--- config.mk ---
export PLATFORM = sky130hd
export DESIGN_NAME = frame_tx
export DESIGN_NICKNAME = d
export VERILOG_FILES = /design/src/rtl/frame_tx.sv
export SDC_FILE = /design/constraint.sdc
export NUM_CORES = 1
export LEC_CHECK = 0
export ABC_AREA = 1
export CAP_MARGIN = 15
export CORE_MARGIN = 4
export CORE_UTILIZATION = 48
export CTS_CLUSTER_DIAMETER = 200
export DETAILED_ROUTE_END_ITERATION = 8
export PLACE_DENSITY = 0.76
export SLEW_MARGIN = 10
export SYNTH_ARGS = -nofsm -noshare
export SYNTH_HDL_FRONTEND = slang
export SYNTH_SLANG_ARGS = --single-unit
--- constraint.sdc ---
create_clock -name clk -period 1.24 [get_ports clk]
set_input_delay 0.186 -clock clk [delete_from_list [all_inputs] [get_ports clk]]
set_output_delay 0.186 -clock clk [all_outputs]
set_load 0.02 [all_outputs]
--- src/rtl/frame_tx.sv ---
// Serial frame transmitter: marker 0,0,1 then payload MSB-first
// and optional parity bit on the registered line x, idle-high.
module frame_tx #(
    parameter int WIDTH     = 8,
    parameter bit PARITY_EN = 1'b1,
    parameter bit PAR_ODD   = 1'b0
) (
    input  logic             clk,
    input  logic             reset,
    input  logic             start,
    input  logic [WIDTH-1:0] din,
    output logic             x,
    output logic             busy,
    output logic             done
);

    localparam int CW = $clog2(WIDTH) + 1;

    typedef enum logic [2:0] {
        IDLE = 3'd0,
        MK0  = 3'd1,
        MK1  = 3'd2,
        MK2  = 3'd3,
        DATA = 3'd4,
        PAR  = 3'd5
    } state_t;

    state_t           r_state;
    logic [WIDTH-1:0] r_shreg;
    logic [CW-1:0]    r_cnt;
    logic             r_par;
    logic             r_x;
    logic             r_busy;
    logic             r_done;
    logic             w_msb;
    logic             w_last;

    assign w_msb  = r_shreg[WIDTH-1];
    assign w_last = (r_cnt == CW'(WIDTH - 1));

    // Frame sequencer; outputs are loaded with the value of the next cycle
    always_ff @(posedge clk or negedge reset) begin
        if (!reset) begin
            r_state <= IDLE;
            r_shreg <= '0;
            r_cnt   <= '0;
            r_par   <= 1'b0;
            r_x     <= 1'b1;
            r_busy  <= 1'b0;
            r_done  <= 1'b0;
        end else begin
            r_done <= 1'b0;
            unique case (r_state)
                IDLE: begin
                    if (start) begin
                        r_shreg <= din;
                        r_par   <= PAR_ODD;
                        r_cnt   <= '0;
                        r_x     <= 1'b0;
                        r_busy  <= 1'b1;
                        r_state <= MK0;
                    end
                end
                MK0: begin
                    r_x     <= 1'b0;
                    r_state <= MK1;
                end
                MK1: begin
                    r_x     <= 1'b1;
                    r_state <= MK2;
                end
                MK2: begin
                    // First payload bit goes out; parity tracks it
                    r_x     <= w_msb;
                    r_par   <= r_par ^ w_msb;
                    r_shreg <= r_shreg << 1;
                    r_cnt   <= '0;
                    r_state <= DATA;
                end
                DATA: begin
                    if (w_last) begin
                        if (PARITY_EN) begin
                            r_x     <= r_par;
                            r_state <= PAR;
                        end else begin
                            r_x     <= 1'b1;
                            r_busy  <= 1'b0;
                            r_done  <= 1'b1;
                            r_state <= IDLE;
                        end
                    end else begin
                        r_x     <= w_msb;
                        r_par   <= r_par ^ w_msb;
                        r_shreg <= r_shreg << 1;
                        r_cnt   <= r_cnt + 1'b1;
                    end
                end
                PAR: begin
                    r_x     <= 1'b1;
                    r_busy  <= 1'b0;
                    r_done  <= 1'b1;
                    r_state <= IDLE;
                end
                default: begin
                    r_x     <= 1'b1;
                    r_busy  <= 1'b0;
                    r_state <= IDLE;
                end
            endcase
        end
    end

    assign x    = r_x;
    assign busy = r_busy;
    assign done = r_done;

endmodule

==> out/metrics.cfg, run 1 <==
[run_status]
outcome = complete, but fails checks
violations = setup timing

[clock_tree]
cts_max_path_buffers = 2
clock-sinks = 19
path_clk_slew_ps = 110
clock_latency_ps = 300
cts_tree = built
numCtsBuffers = 3
cts-root-buf = clkbuf_4
cts_hold_buffers = 0
htreeDepth = 1

[final_layout]
final_common_cell = nand2_1
final_cell_mix = 34 x nand2_1, 22 x nand3_1, 17 x buf_4, 15 x dfrtp_1
utilization_pct = 79.44
diodes = 0
nets = 186
area_growth_pct = 53.69
fill_cells = 145
drive_above_1_share_pct = 40.46

[critical_path]
worstPathCellList = buf_6 -> o21ai_4 -> buf_6 -> nand2_1 -> nor2_1 -> nand3_1 -> nand2_1
r2r_cells = 7
endpoint_kind = flip-flop
start_kind = flip-flop
r2r_start = r_state[0]
cp_slowest_cell = dfrtp_2
crit_required_ps = 1480
path_class = flip-flop to flip-flop
rrSetupSlack_ps = -60
cpLargestDelayFamily = flip-flops
r2r-end = r_par
slowest_delay_ps = 470
path_buf_inv = 2
critPathArrivalTime_ps = 1540
cp_max_fo = 5

[global_route]
antenna_found_initial = 0
grt_start_max_net_pins = 20
grt_pass1_wl_um = 4761
overflow = 0
grt_pass1_vias = 1088
track_usage_pct = 22.43

[logic_synthesis]
postSynth.asyncResetShare_pct = 100.0
synth_edf_count = 0
yosysTopAreaCell = dfrtp_1
synth_area_per_cell_sq_um = 7.665
yosys.cell_types.count = 26
ys_seq_elements = 19
synthFlopType = dfrtp_1
synth.area.top_cells = dfrtp_1 44%, nand2_1 17%, nand3_1 15%, dfstp_2 2.5%, inv_1 2.5%
synthCells = 135
synth_top_area_share_pct = 43.53
ys_seq_area_share_pct = 46.07
syn_nets = 147
syn_area_sq_um = 1035
ys_warn_count = 0

[pwr]
switching_power_mw = 1.861
vdd_drop_max_mv = 1.416
pwr-share-comb_pct = 62.3
switching_share_pct = 48.64
p_seq_share_pct = 29.5
power.density_nw_per_um2 = 2406
internal-power_mw = 1.965
clkPwrFrac_pct = 8.3
p_leak_nw = 0.7888

[placed_design]
pre_cts_slack_ps = -196.1
gp_congestion = 0.7763
port-buffer-count = 13
hpwl_um = 1834

[floorplan]
dieWidth_um = 54.43
die_h_um = 54.43
dieArea_sq_um = 2963
num_rows = 16
core_sq_um = 2002
io-pin-count = 14
initial_utilization_pct = 51.69

[timing]
timing.final.crit_share_pct = 105.0
grt_setup_unrepaired = true
fin_ws_ps = -62.31
fin_skew_ps = 5.193
max_freq_mhz = 767.9
post-route-min-period_ps = 1302
drv_slew = 0
finalSetupViolCount = 11
relSlewSlack_pct = 83.30
hold_viol = 0
worst_slew_pin_slew_ps = 250.5

[route]
vias_per_cell = 5.755
drt-total-wl_um = 3233
dr.pass1.iters = 4
drt_iter0_markers = 51
vias = 1151
post_drt_wl_per_cell_um = 16.17
drc_errors = 0
ant_nets = 0

[min_path]
hold_class = input pin to asynchronous set/reset pin

[job]
drv_cap = 0

-- synth_stat cells, drive strengths merged (3+ instances only) --
master  number
nor2         9
inv         10
nand2       48
dfrtp       18
o21ai        5
buf          3
nand3       32
-- routing by layer --
metal  wire (um)  part of all wire (%)  vias up  GRT usage [%]
met5           0                     0        -              0
li1            -                     -      522              -
met3         226                   7.0        8          3.542
met1        1314                    41      564          27.80
met4          44                   1.4        0          10.79
met2        1648                    51       57          37.65
-- cell type report --
class                   instances  area, sq um  share of cell area, %
flip-flops and latches         19        480.5                  30.21
well taps                      27        33.78                  2.124
repair inverters                1        7.507                 0.4721
clock buffers                   4        26.28                  1.652
inverters                      10        40.04                  2.518
multi-input cells             105        703.2                  44.22
repair buffers                 34        299.0                  18.80
-- per-stage QoR --
stage	instance area (sq um)	hold WS, ps	cells	total power, mW	TNS [ps]
global placement	1318	465.3	190	2.665	-1917
floorplan	1042	-109.6	135	2.158	0
CTS	1470	215.4	198	3.476	-8.729
finish	1590	213.7	200	3.826	-224.9
detailed placement	1318	468.9	190	2.746	-2292
global route	1590	227.1	200	4.087	-1163
-- cell families (layout without fill, tap and decap cells) --
logic type      Yosys count  after routing  share of synthesized area (%)
compound gates            9              9                          5.442
xor+xnor                  1              1                         0.8466
fa+ha+maj                 1              1                          1.209
buf+inv                  13             49                          5.925
flops                    19             19                          46.07
simple gates             92             94                          40.51
-- how the worst max path moves through the flow --
stage,start,end,slack (ps),cells past startpoint
after global routing,r_state[0],r_par,-130,7
after global placement,start,r_shreg[0],-160,6
after CTS,r_cnt[1],r_shreg[5],-5,7
after floorplan,r_cnt[0],r_par,20,6
after detailed placement,start,r_shreg[5],-200,6
final,r_state[0],r_par,-60,7
-- state kept, by name, indices dropped and copies added (netlist names) --
name     cells
done         1
r_state      3
x            1
r_cnt        4
r_par        1
r_shreg      8
busy         1
-- power by group through the flow --
stage | sequential, mW | clock, mW | combinational (mW)
finish | 1.13 | 0.316 | 2.38
floorplan | 1.09 | 0 | 1.07
CTS | 1.10 | 0.326 | 2.05
global route | 1.14 | 0.342 | 2.61
global placement | 1.07 | 0 | 1.60
detailed placement | 1.09 | 0 | 1.66
-- timing repair --
action / in CTS / in global routing
cloned: 3 / 1
buffers inserted: 1 / 1
gates resized for setup: 33 / 25
endpoints found under the hold margin: 0 / 0
setup endpoints to repair: 16 / 14
pin swaps: 6 / 10
Note: power is estimated with default switching activity, not from simulation.
==> run 2: changes to the inputs <==
--- a/config.mk
+++ b/config.mk
@@ -8,10 +8,10 @@
 export ABC_AREA = 1
 export CAP_MARGIN = 15
 export CORE_MARGIN = 4
-export CORE_UTILIZATION = 48
+export CORE_UTILIZATION = 40
 export CTS_CLUSTER_DIAMETER = 200
 export DETAILED_ROUTE_END_ITERATION = 8
-export PLACE_DENSITY = 0.76
+export PLACE_DENSITY = 0.66
 export SLEW_MARGIN = 10
 export SYNTH_ARGS = -nofsm -noshare
 export SYNTH_HDL_FRONTEND = slang
==> out/metrics.cfg, run 2 (synthesis gave the netlist of run 1 again) <==
[floorplan]
die_h_um = 58.86  ; was 54.43 um
dieArea_sq_um = 3465  ; was 2963 sq um
core_sq_um = 2477  ; was 2002 sq um
io-pin-count = 14  ; unchanged
initial_utilization_pct = 41.77  ; was 51.69%
dieWidth_um = 58.86  ; was 54.43 um
num_rows = 18  ; was 16

[final_layout]
ff_latch_area_sq_um = 480.5  ; unchanged
final_cell_mix = 37 x nand2_1, 17 x nand3_1, 15 x dfrtp_1, 13 x buf_4, 12 x nand3_2  ; was 34 x nand2_1, 22 x nand3_1, 17 x buf_4, 15 x dfrtp_1
largest_register = r_shreg  ; unchanged
multi_input_area_sq_um = 709.4  ; was 703.2 sq um
top_regs = r_shreg (8), r_cnt (4), r_state (3)  ; unchanged
largest_reg_flops = 8  ; unchanged
area_growth_pct = 55.14  ; was 53.69%
fin_area_sq_um = 1605  ; was 1590 sq um
nets = 184  ; was 186
final_common_cell = nand2_1  ; unchanged
drive_above_1_share_pct = 42.69  ; was 40.46%
diodes = 0  ; unchanged
utilization_pct = 64.80  ; was 79.44%
finalNonFillerCells = 201  ; was 200
fill_cells = 205  ; was 145

[timing]
hold_viol = 0  ; unchanged
worst_slew_pin_slew_ps = 261.1  ; was 250.5 ps
finalSetupTns_ps = -325.8  ; was -224.9 ps
drv_slew = 0  ; unchanged
fin_skew_ps = 26.79  ; was 5.193 ps
finalSetupViolCount = 9  ; was 11
hold_ws_ps = 186.2  ; was 213.7 ps
max_freq_mhz = 770.1  ; was 767.9 MHz
grt_setup_unrepaired = true  ; unchanged
relSlewSlack_pct = 82.59  ; was 83.30%
timing.final.crit_share_pct = 104.7  ; was 105.0%
post-route-min-period_ps = 1299  ; was 1302 ps
fin_ws_ps = -58.52  ; was -62.31 ps

[clock_tree]
path_clk_slew_ps = 130  ; was 110 ps
cts_max_path_buffers = 2  ; unchanged
clock-sinks = 19  ; unchanged
cts_tree = built  ; unchanged
cts-root-buf = clkbuf_4  ; unchanged
clock_latency_ps = 320  ; was 300 ps
htreeDepth = 1  ; unchanged
numCtsBuffers = 3  ; unchanged

[min_path]
hold_class = input pin to asynchronous set/reset pin  ; unchanged

[route]
vias_per_cell = 5.368  ; was 5.755
vias = 1079  ; was 1151
drt-total-wl_um = 2982  ; was 3233 um
dr.pass1.iters = 4  ; unchanged
post_drt_wl_per_cell_um = 14.84  ; was 16.17 um
drc_errors = 0  ; unchanged
ant_nets = 0  ; unchanged
drt_iter0_markers = 53  ; was 51

[run_status]
outcome = complete, but fails checks  ; unchanged
violations = setup timing  ; unchanged

[critical_path]
cpLargestDelayFamily = flip-flops  ; unchanged
start_kind = flip-flop  ; unchanged
critPathArrivalTime_ps = 1530  ; was 1540 ps
r2r_cells = 7  ; unchanged
endpoint_kind = flip-flop  ; unchanged
slowest_delay_ps = 480  ; was 470 ps
rrSetupSlack_ps = -60  ; about the same
r2r-end = r_shreg[3]  ; was r_par
cp_max_fo = 5  ; unchanged
path_class = flip-flop to flip-flop  ; unchanged
crit_end = r_shreg[3]  ; was r_par
r2r_start = r_state[1]  ; was r_state[0]
cp_slowest_cell = dfrtp_2  ; unchanged
worstPathCellList = buf_6 -> o21ai_4 -> buf_6 -> nand3_2 -> nand2_1 -> nand3_2 -> nand2_1  ; was buf_6 -> o21ai_4 -> buf_6 -> nand2_1 -> nor2_1 -> nand3_1 -> nand2_1
cp_num_cells = 7  ; unchanged
cp-startpoint = r_state[1]  ; was r_state[0]
path_buf_inv = 2  ; unchanged
crit_required_ps = 1470  ; was 1480 ps

[placed_design]
port-buffer-count = 13  ; unchanged
gp_congestion = 0.7986  ; was 0.7763
dp.cells = 192  ; was 190
pre_cts_slack_ps = -178.2  ; was -196.1 ps
hpwl_um = 1785  ; was 1834 um
dpl_cell_area_sq_um = 1326  ; was 1318 sq um

[global_route]
grt_pass1_wl_um = 4843  ; was 4761 um
antenna_found_initial = 0  ; unchanged
track_usage_pct = 18.33  ; was 22.43%
grt_start_max_net_pins = 20  ; unchanged
grt_pass1_vias = 1061  ; was 1088
overflow = 0  ; unchanged

[pwr]
finalPower_mw = 3.705  ; was 3.826 mW
p_leak_nw = 0.7986  ; was 0.7888 nW
power.density_nw_per_um2 = 2308  ; was 2406 nW/um^2
vdd_drop_max_mv = 1.603  ; was 1.416 mV

[job]
drv_cap = 0  ; unchanged

==> run 2: cell count changes in the layout (fill, tap and decap cells not counted), moves of 2 or more <==
cell,previous run,this run
nand2_1,34,37
nand2_2,10,8
buf_6,3,7
o21ai_4,3,1
nand3_1,22,17
nand3_2,7,12
o21ai_2,0,3
buf_4,17,13
==> run 2: layout make-up <==
type,count,share of cell area [%]
well taps,30,2.338
flip-flops and latches,19,29.93
repair buffers,33,19.33
inverters,10,2.494
clock inverters,1,0.3118
clock buffers,3,1.403
multi-input cells,105,44.19
==> run 2: worst min path at each step <==
stage,from,to,cells past startpoint
4_1_cts,reset,done,2
3_5_place_dp,r_shreg[4],r_shreg[4],2
2_1_floorplan,reset,busy,0
3_3_place_gp,r_shreg[2],r_shreg[2],2
5_1_grt,reset,r_state[0],2
6_report,reset,done,2
==> run 2: per-layer routing <==
metal / routed length (um) / up-vias / share of wire [%] / GRT usage, %
met5: 0 / - / 0 / 0
met4: 15 / 0 / 0.50 / 2.265
met3: 215 / 2 / 7.2 / 4.825
met2: 1550 / 37 / 52 / 32.97
met1: 1200 / 519 / 40 / 22.44
li1: - / 521 / - / -
==> run 2: repair_timing <==
item                       in CTS  in global routing
hold endpoints to repair        0                  0
cloned                          3                  1
pin swaps                       9                 12
setup endpoints to repair      16                 18
hold buffers                    0                  0
buffers inserted                1                  0
gates resized for setup        39                 25
==> run 2: power breakdown <==
group / internal (mW) / switching (mW)
clock network: 0.120 / 0.207
logic: 0.933 / 1.32
registers: 0.886 / 0.241
